<file path="src/rtl/biquad8_output_stage_if.sv">
// Data/control bundle between the biquad8 filter chain, this output stage and its consumer.
// The master side drives the sample vectors and control pulses; the slave side is the output stage.
interface biquad8_output_stage_if #(
  parameter int NSAMP    = 8,
  parameter int INBITS   = 16,
  parameter int OUTBITS  = 12,
  parameter int CNT_BITS = 16
);
  logic                      enable_i;
  logic                      update_i;
  logic                      sat_clear_i;
  logic [INBITS*NSAMP-1:0]   filt_i;
  logic [INBITS*NSAMP-1:0]   raw_i;
  logic [OUTBITS*NSAMP-1:0]  dat_o;
  logic [NSAMP-1:0]          sat_o;
  logic [1:0]                state_o;
  logic [CNT_BITS-1:0]       sat_count_o;

  modport master (
    output enable_i, update_i, sat_clear_i, filt_i, raw_i,
    input  dat_o, sat_o, state_o, sat_count_o
  );

  modport slave (
    input  enable_i, update_i, sat_clear_i, filt_i, raw_i,
    output dat_o, sat_o, state_o, sat_count_o
  );
endinterface

</file>
<file path="src/rtl/biquad8_output_stage.sv">
// Output stage after the biquad8 chain: raw/filtered select with settle hold, round + saturate per sample.
// Optional saturation event counter is built only when BIQUAD8_OUT_SAT_COUNT_EN is defined.
module biquad8_output_stage #(
  parameter int NSAMP         = 8,
  parameter int INBITS        = 16,
  parameter int INFRAC        = 2,
  parameter int OUTBITS       = 12,
  parameter int OUTFRAC       = 0,
  parameter int SETTLE_CYCLES = 64,
  parameter int CNT_BITS      = 16
) (
  input  logic                    clk_i,
  input  logic                    rst_ni,
  biquad8_output_stage_if.slave   bus
);

  localparam int SH  = INFRAC - OUTFRAC;
  localparam int WB  = INBITS + 1;
  localparam int SCW = (SETTLE_CYCLES > 1) ? $clog2(SETTLE_CYCLES) : 1;

  localparam logic [SCW-1:0]       SETTLE_LOAD = SCW'(SETTLE_CYCLES - 1);
  localparam logic signed [WB-1:0] RND  = WB'(1) <<< (SH - 1);
  localparam logic signed [WB-1:0] VMAX = {{(WB-OUTBITS+1){1'b0}}, {(OUTBITS-1){1'b1}}};
  localparam logic signed [WB-1:0] VMIN = {{(WB-OUTBITS+1){1'b1}}, {(OUTBITS-1){1'b0}}};

  typedef enum logic [1:0] {
    ST_BYPASS = 2'd0,
    ST_SETTLE = 2'd1,
    ST_RUN    = 2'd2
  } state_t;

  state_t                   state_q;
  logic [SCW-1:0]           settle_q;
  logic [INBITS*NSAMP-1:0]  sel_q;
  logic [OUTBITS*NSAMP-1:0] dat_q;
  logic [OUTBITS*NSAMP-1:0] dat_d;
  logic [NSAMP-1:0]         sat_q;
  logic [NSAMP-1:0]         sat_d;

  // Disable dominates everything; an update restarts the settle window from any enabled state.
  always_ff @(posedge clk_i or negedge rst_ni) begin
    if (!rst_ni) begin
      state_q  <= ST_BYPASS;
      settle_q <= '0;
    end else if (!bus.enable_i) begin
      state_q <= ST_BYPASS;
    end else begin
      case (state_q)
        ST_BYPASS: begin
          state_q  <= ST_SETTLE;
          settle_q <= SETTLE_LOAD;
        end
        ST_SETTLE: begin
          if (bus.update_i) begin
            settle_q <= SETTLE_LOAD;
          end else if (settle_q == '0) begin
            state_q <= ST_RUN;
          end else begin
            settle_q <= settle_q - 1'b1;
          end
        end
        ST_RUN: begin
          if (bus.update_i) begin
            state_q  <= ST_SETTLE;
            settle_q <= SETTLE_LOAD;
          end
        end
        default: state_q <= ST_BYPASS;
      endcase
    end
  end

  always_ff @(posedge clk_i or negedge rst_ni) begin
    if (!rst_ni) begin
      sel_q <= '0;
      dat_q <= '0;
      sat_q <= '0;
    end else begin
      sel_q <= (state_q == ST_RUN) ? bus.filt_i : bus.raw_i;
      dat_q <= dat_d;
      sat_q <= sat_d;
    end
  end

  // One extra bit of headroom keeps the rounding add from wrapping at full-scale positive input.
  for (genvar gi = 0; gi < NSAMP; gi++) begin : g_samp
    logic signed [WB-1:0] x_ext;
    logic signed [WB-1:0] sum_w;
    logic signed [WB-1:0] v_w;
    logic [OUTBITS-1:0]   d_s;
    logic                 s_s;

    assign x_ext = {sel_q[gi*INBITS+INBITS-1], sel_q[gi*INBITS +: INBITS]};
    assign sum_w = x_ext + RND;
    assign v_w   = sum_w >>> SH;

    always_comb begin
      d_s = v_w[OUTBITS-1:0];
      s_s = 1'b0;
      if (v_w > VMAX) begin
        d_s = VMAX[OUTBITS-1:0];
        s_s = 1'b1;
      end else if (v_w < VMIN) begin
        d_s = VMIN[OUTBITS-1:0];
        s_s = 1'b1;
      end
    end

    assign dat_d[gi*OUTBITS +: OUTBITS] = d_s;
    assign sat_d[gi]                    = s_s;
  end

`ifdef BIQUAD8_OUT_SAT_COUNT_EN
  logic [CNT_BITS-1:0] sat_cnt_q;

  // Counts alongside sat_q being loaded, so the count and the flag appear on the same edge.
  always_ff @(posedge clk_i or negedge rst_ni) begin
    if (!rst_ni) begin
      sat_cnt_q <= '0;
    end else if (bus.sat_clear_i) begin
      sat_cnt_q <= '0;
    end else if ((|sat_d) && (sat_cnt_q != {CNT_BITS{1'b1}})) begin
      sat_cnt_q <= sat_cnt_q + 1'b1;
    end
  end

  assign bus.sat_count_o = sat_cnt_q;
`else
  logic unused_sat_clear;
  assign unused_sat_clear = bus.sat_clear_i;
  assign bus.sat_count_o  = '0;
`endif

  assign bus.dat_o   = dat_q;
  assign bus.sat_o   = sat_q;
  assign bus.state_o = state_q;

endmodule

</file>
<file path="src/flat_wrapper.sv">
// flat-port wrapper written by rule: the top's interface ports become plain ports
module biquad8_output_stage_flat 
#(
  parameter int NSAMP         = 8,
  parameter int INBITS        = 16,
  parameter int INFRAC        = 2,
  parameter int OUTBITS       = 12,
  parameter int OUTFRAC       = 0,
  parameter int SETTLE_CYCLES = 64,
  parameter int CNT_BITS      = 16
)
  (clk_i, rst_ni, bus_enable_i, bus_update_i, bus_sat_clear_i, bus_filt_i, bus_raw_i, bus_dat_o, bus_sat_o, bus_state_o, bus_sat_count_o);
  biquad8_output_stage_if #(.NSAMP(NSAMP), .INBITS(INBITS), .OUTBITS(OUTBITS), .CNT_BITS(CNT_BITS)) bus_i ();
  input  logic clk_i;
  input  logic rst_ni;
  input wire logic [$bits(bus_i.enable_i)-1:0] bus_enable_i;
  input wire logic [$bits(bus_i.update_i)-1:0] bus_update_i;
  input wire logic [$bits(bus_i.sat_clear_i)-1:0] bus_sat_clear_i;
  input wire logic [$bits(bus_i.filt_i)-1:0] bus_filt_i;
  input wire logic [$bits(bus_i.raw_i)-1:0] bus_raw_i;
  output wire logic [$bits(bus_i.dat_o)-1:0] bus_dat_o;
  output wire logic [$bits(bus_i.sat_o)-1:0] bus_sat_o;
  output wire logic [$bits(bus_i.state_o)-1:0] bus_state_o;
  output wire logic [$bits(bus_i.sat_count_o)-1:0] bus_sat_count_o;
  assign bus_i.enable_i = bus_enable_i;
  assign bus_i.update_i = bus_update_i;
  assign bus_i.sat_clear_i = bus_sat_clear_i;
  assign bus_i.filt_i = bus_filt_i;
  assign bus_i.raw_i = bus_raw_i;
  assign bus_dat_o = bus_i.dat_o;
  assign bus_sat_o = bus_i.sat_o;
  assign bus_state_o = bus_i.state_o;
  assign bus_sat_count_o = bus_i.sat_count_o;
  biquad8_output_stage #(.NSAMP(NSAMP), .INBITS(INBITS), .INFRAC(INFRAC), .OUTBITS(OUTBITS), .OUTFRAC(OUTFRAC), .SETTLE_CYCLES(SETTLE_CYCLES), .CNT_BITS(CNT_BITS)) u_core (.clk_i(clk_i), .rst_ni(rst_ni), .bus(bus_i));
endmodule
</file>
<file path="config.mk">
export PLATFORM = sky130hd
export DESIGN_NAME = biquad8_output_stage_flat
export DESIGN_NICKNAME = d
export VERILOG_FILES = /design/src/rtl/biquad8_output_stage_if.sv /design/src/rtl/biquad8_output_stage.sv /design/src/flat_wrapper.sv
export SDC_FILE = /design/constraint.sdc
export NUM_CORES = 1
export LEC_CHECK = 0
export ABC_AREA = 1
export CAP_MARGIN = 20
export CELL_PAD_IN_SITES_DETAIL_PLACEMENT = 1
export CELL_PAD_IN_SITES_GLOBAL_PLACEMENT = 2
export CORE_MARGIN = 2
export CORE_UTILIZATION = 25
export CTS_CLUSTER_DIAMETER = 30
export DETAILED_ROUTE_END_ITERATION = 7
export HOLD_SLACK_MARGIN = 0.03
export PLACE_DENSITY_LB_ADDON = 0.1
export RECOVER_POWER = 100
export REMOVE_ABC_BUFFERS = 1
export SLEW_MARGIN = 20
export SYNTH_ARGS = -nofsm -noshare
export SYNTH_HDL_FRONTEND = slang
export SYNTH_SLANG_ARGS = --single-unit
</file>
<file path="constraint.sdc">
create_clock -name clk_i -period 1.74 [get_ports clk_i]
set_input_delay 0.261 -clock clk_i [delete_from_list [all_inputs] [get_ports clk_i]]
set_output_delay 0.261 -clock clk_i [all_outputs]
set_load 0.02 [all_outputs]
</file>
==> Word level (Yosys, flattened, before mapping) <==
Cells that the tools add are included.
{ "totals": {"reg_bits": 240, "out_inout_bits": 122} }
{ "classes": {"muxes": 42, "n_eq_ne": 7, "n_addsub": 9, "magnitude_cmp": 16, "reduce_logical": 5} }
{ "ops": {"columns": ["cell", "n"], "rows": [
  ["2-to-1 mux 12 bit", 16],
  ["adder 16 x 3 -> 17 bit, second input constant", 8],
  ["2-to-1 mux 128 bit", 1],
  ["> comparator 15 x 12 -> 1 bit, second input constant", 8],
  ["< comparator 15 x 12 -> 1 bit, second input constant", 8],
  ["2-to-1 mux 6 bit", 3],
  ["one-hot mux 6 bit (3 select lines)", 1],
  ["2-to-1 mux 1 bit", 16],
  ["inequality test 3 bit, second input constant", 3],
  ["2-to-1 mux 2 bit", 4],
  ["zero test 6 bit", 1],
  ["one-hot mux 2 bit (3 select lines)", 1],
  ["subtractor 6 x 1 -> 6 bit, second input constant", 1],
  ["AND reduction 4 bit", 1],
  ["inequality test 3 x 2 -> 1 bit, second input constant", 1],
  ["AND reduction 3 bit", 1],
  ["nonzero test 3 bit", 1],
  ["equality test 2 x 1 -> 1 bit, second input constant", 1],
  ["equality test 2 bit, second input constant", 1],
  ["zero test 2 bit", 1],
  ["inequality test 2 bit, second input constant", 1]
]} }

==> Longest topological paths before layout <==
{ "depth": {"word_depth": 5, "mapped_depth": 12, "ltp_nobuf": 11} }

==> Worst setup path before layout <==
OpenSTA, ideal clock, no wires.
{ "synth_timing": {"path_kind": "flip-flop to flip-flop", "start": "reg u_core.sel_q[49]", "end": "reg u_core.dat_q[37] (netlist: u_core.bus.dat_o[37])", "path_stages_with_launch": 12, "n_path_buf": 1, "t_arrival_ns": 1.361, "setup_slack_ns": 0.260, "setup_ns": 0.119, "path_cell_list": "dfrtp_1 ha_1 nand3_1 nor2_1 nand3_1 nand2_1 nand2_1 inv_1 nand2_1 nand2_1 buf_4 nand2_1"} }
{ "synth_between": {"elab_chain_len": 4} }
{ "synth_rtl": {"columns": ["item", "line", "source"], "rows": [
  ["start, declared", "biquad8_output_stage.sv:34", "logic [INBITS*NSAMP-1:0] sel_q;"],
  ["start signal, assigned", "biquad8_output_stage.sv:79", "sel_q <= (state_q == ST_RUN) ? bus.filt_i : bus.raw_i;"],
  ["adder 16 x 3 -> 17 bit *", "biquad8_output_stage.sv:94", "assign sum_w = x_ext + RND;"],
  ["< comparator 15 x 12 -> 1 bit", "biquad8_output_stage.sv:103", "end else if (v_w < VMIN) begin"],
  ["2-to-1 mux 12 bit", "biquad8_output_stage.sv:103", null],
  ["2-to-1 mux 12 bit *", "biquad8_output_stage.sv:100", "if (v_w > VMAX) begin"],
  ["net u_core.g_samp[3].d_s[1]", "biquad8_output_stage.sv:90", "logic [OUTBITS-1:0] d_s;"],
  ["end signal, assigned", "biquad8_output_stage.sv:80", "dat_q <= dat_d;"],
  ["end, declared", "biquad8_output_stage.sv:35", "logic [OUTBITS*NSAMP-1:0] dat_q;"]
]} }
Mark *: on every way through the listed nets, which the timed path passes. The rest lies on a longest branch.
A chain may end at the register's enable or synchronous reset.

==> Worst setup path after layout <==
{ "layout_timing": {"start": "reg u_core.sel_q[1]", "end": "reg u_core.sat_q[0] (netlist: u_core.bus.sat_o[0])"} }
{ "layout_between": {"elab_chain_len": 4} }
{ "layout_rtl": {"columns": ["item", "line", "source"], "rows": [
  ["adder 16 x 3 -> 17 bit *", "biquad8_output_stage.sv:94", null],
  ["< comparator 15 x 12 -> 1 bit", "biquad8_output_stage.sv:103", null],
  ["2-to-1 mux 1 bit", "biquad8_output_stage.sv:103", null],
  ["2-to-1 mux 1 bit *", "biquad8_output_stage.sv:100", null],
  ["net u_core.g_samp[0].s_s", "biquad8_output_stage.sv:91", "logic s_s;"],
  ["end signal, assigned", "biquad8_output_stage.sv:81", "sat_q <= sat_d;"],
  ["end, declared", "biquad8_output_stage.sv:37", "logic [NSAMP-1:0] sat_q;"]
]} }
Marked as above.

==> results.sh <==
export IMPL_clock_skew_ns=0.01722
export IMPL_yosysSeqAreaShare=0.5188
export IMPL_antenna_left=0
export IMPL_nNetsFinal=2110
export IMPL_p_total_mw=21.61
export IMPL_grt_max_degree=72
export IMPL_power_density_nw_per_um2=1202
export IMPL_vdd_ir_drop_max_mv=0.5872
export IMPL_cts_sinks=232
export IMPL_required_ns=2.18
export IMPL_r2r_end="u_core.bus.sat_o[0]$_DFF_PN0_"
export IMPL_r2r_slack_ns=0.12
export IMPL_ctsLongestPathBuffers=3
export IMPL_yosysWarningCount=0
export IMPL_maxCapViolations=0
export IMPL_io_pins=383
export IMPL_root_buffer="clkbuf_16"
export IMPL_dp_cells=2356
export IMPL_async_reset_ff_frac=1.000
export IMPL_grt_pass1_vias=10870
export IMPL_ys_types=25
export IMPL_crit_path_end_kind="register"
export IMPL_core_area_sq_um=44220
export IMPL_post_dp_hpwl_microns=28090
export IMPL_cp_start_kind="register"
export IMPL_antenna_found_initial=1
export IMPL_fin_cells=2481
export IMPL_report_final_hold_viol_count=0
export IMPL_post_drt_wl_per_cell_microns=14.56
export IMPL_gr_total_overflow=0
export IMPL_hold_slack_ns=0.1851
export IMPL_syn_to_final_growth_pct=60.71
export IMPL_synth_edff_count=0
export IMPL_drc=0
export IMPL_drive_gt1_frac=0.1212
export IMPL_status="finished, final reports clean"
export IMPL_ys_flop_type="dfrtp_1"
export IMPL_worstRegToRegCells=11
export IMPL_worst_pin_slew_ns=0.9596
export IMPL_drt_iter0_drc=278
export IMPL_max_freq_mhz=617.2
export IMPL_slew_viol_final=0
export IMPL_clk_latency_ns=0.56
export IMPL_viasPerCell=4.103
export IMPL_h_tree_depth=3
export IMPL_final_min_clock_period_ns=1.620
export IMPL_power_leakage_nw=8.613
export IMPL_vias=10180
export IMPL_path_max_fanout=12
export IMPL_yosysMostFrequentCell="nand2_1"
export IMPL_syn_inst=1414
export IMPL_fin_util=0.4066
export IMPL_path_clk_slew_ns=0.04
export IMPL_yosys_top_cells_count="nand2_1, dfrtp_1, nor2_1"
export IMPL_synth_area_leaders="dfrtp_1, nand2_1, xor2_1, nor2_1, inv_1"
export IMPL_grt_pass1_wl_microns=57620
export IMPL_cts_buffers=66
export IMPL_dieArea_sq_um=46470
export IMPL_setup_violations=0
export IMPL_start_util=0.2530
export IMPL_finalWeightedCongestion=0.8069
export IMPL_die_w_microns=215.6
export IMPL_rsz0062_at_grt="yes"
export IMPL_relSlewSlack=0.3602
export IMPL_n_fill_cell=5171
export IMPL_synth_seq_cells=232
export IMPL_synth_area_per_cell_sq_um=7.913
export IMPL_timing_rr_start="u_core.sel_q[1]$_DFF_PN0_"
export IMPL_final_area_sq_um=17980
export IMPL_port_buffers=349
export IMPL_die_h_microns=215.6
export IMPL_postPlaceCellArea_sq_um=15670
export IMPL_antennaDiodeCount=0
export IMPL_synthesis_area_sq_um=11190
export IMPL_routed_wl_microns=36130
export IMPL_cp_data_arrival_time_ns=2.06
export IMPL_grt_usage=0.1572
export IMPL_yosysTopAreaCell="dfrtp_1"
export IMPL_path_class="register to register"
export IMPL_num_rows=77
export IMPL_synth_top_area_frac=0.5188
export IMPL_drt_first_pass_iters=4
export IMPL_period_share=0.9311
export IMPL_hp_class="primary input to async pin"
export IMPL_cts_tree="built"
## per-stage QoR
stage / worst slack (ns) / setup TNS (ns)
3_3_place_gp: 0.02342 / 0
3_5_place_dp: -0.009779 / -0.04028
6_report: 0.1198 / 0
4_1_cts: 0.0006202 / 0
5_1_grt: -0.02686 / -0.2156
2_1_floorplan: -6.076 / -732.13
## sequential cells by signal, indices dropped and copies added, names as in the netlist
| name | cells |
|---|---|
| u_core.sel_q | 120 |
| u_core.bus.dat_o | 96 |
| u_core.bus.sat_o | 8 |
| u_core.settle_q | 6 |
| u_core.bus.state_o | 2 |
## power breakdown
group          internal [mW]  total, mW  switching (mW)
Clock                   8.86       12.4            3.49
Combinational           1.30       3.01            1.70
Sequential              5.95       6.25           0.307
## cell families after synthesis
family	after synthesis	synth area share
compound gates	5	0.003131
flops	232	0.5188
buf+inv	129	0.05580
fa+ha+maj	10	0.01118
xor+xnor	80	0.06262
simple gates	957	0.3481
other cells	1	0.0003351
## area by class of cell
type | instances | area, sq um | area share
Tap cell | 592 | 740.7 | 0.04119
Multi-Input combinational cell | 1069 | 5020 | 0.2792
Clock inverter | 39 | 525.5 | 0.02922
Sequential cell | 232 | 5806 | 0.3229
Clock buffer | 79 | 1783 | 0.09915
Timing Repair Buffer | 399 | 3841 | 0.2136
Inverter | 71 | 266.5 | 0.01482
## metal layers
layer  track usage  up-vias  routed length (microns)
met1        0.1887     4715                    15460
met3       0.05595       49                     2909
met2        0.2604      255                    17110
li1              -     5161                        -
met4       0.05494        0                      653
met5             0        -                        0
## critical path, cell delays in order (launching register included)
cell	delay [ns]
dfrtp_1	0.37
ha_2	0.22
nand2_1	0.07
nor2_2	0.15
nand3_1	0.10
nand2_1	0.06
nand2_1	0.07
nor2_1	0.10
nand2_1	0.06
nand2_1	0.10
buf_12	0.14
nand2_1	0.05
## repair_timing
action | CTS | global route
setup endpoints to repair | 143 | 96
endpoints found under the hold margin | 215 | 0
hold buffers | 1 | 0
buffers inserted | 0 | 5
pin swaps | 0 | 13
resized for setup | 113 | 48
gates cloned | 0 | 1
## cells in the final DEF, fill, tap and decap left out, types with 6 or more instances in the layout
cell               n
nand2_1          728
clkdlybuf4s50_1  242
dfrtp_1          232
dlygate4sd2_1    106
nor2_1            86
inv_1             69
clkbuf_16         68
xor2_1            62
nand3_1           39
nand4_1           30
buf_4             27
nor2_4            18
xnor2_1           18
clkinv_2          18
nand3_2           16
conb_1            16
nand2_2           15
nor3_1            12
bufinv_16         11
nor2_2            10
clkbuf_1          10
buf_12             9
clkbuf_2           6
## worst max-delay path by stage
stage	startpoint	to	slack (ns)	cells after the start
2_1_floorplan	u_core.bus.state_o[1]$_DFFE_PN0P_	u_core.sel_q[100]$_DFF_PN0_	-6.08	5
3_3_place_gp	u_core.sel_q[33]$_DFF_PN0_	u_core.bus.dat_o[33]$_DFF_PN0_	0.02	11
3_5_place_dp	u_core.sel_q[17]$_DFF_PN0_	u_core.bus.dat_o[22]$_DFF_PN0_	-0.01	10
4_1_cts	u_core.sel_q[49]$_DFF_PN0_	u_core.bus.dat_o[44]$_DFF_PN0_	0.0006	10
5_1_grt	u_core.sel_q[66]$_DFF_PN0_	u_core.bus.dat_o[50]$_DFF_PN0_	-0.03	11
6_report	u_core.sel_q[1]$_DFF_PN0_	u_core.bus.sat_o[0]$_DFF_PN0_	0.12	11
No activity file was read; power rests on OpenSTA's default activity.
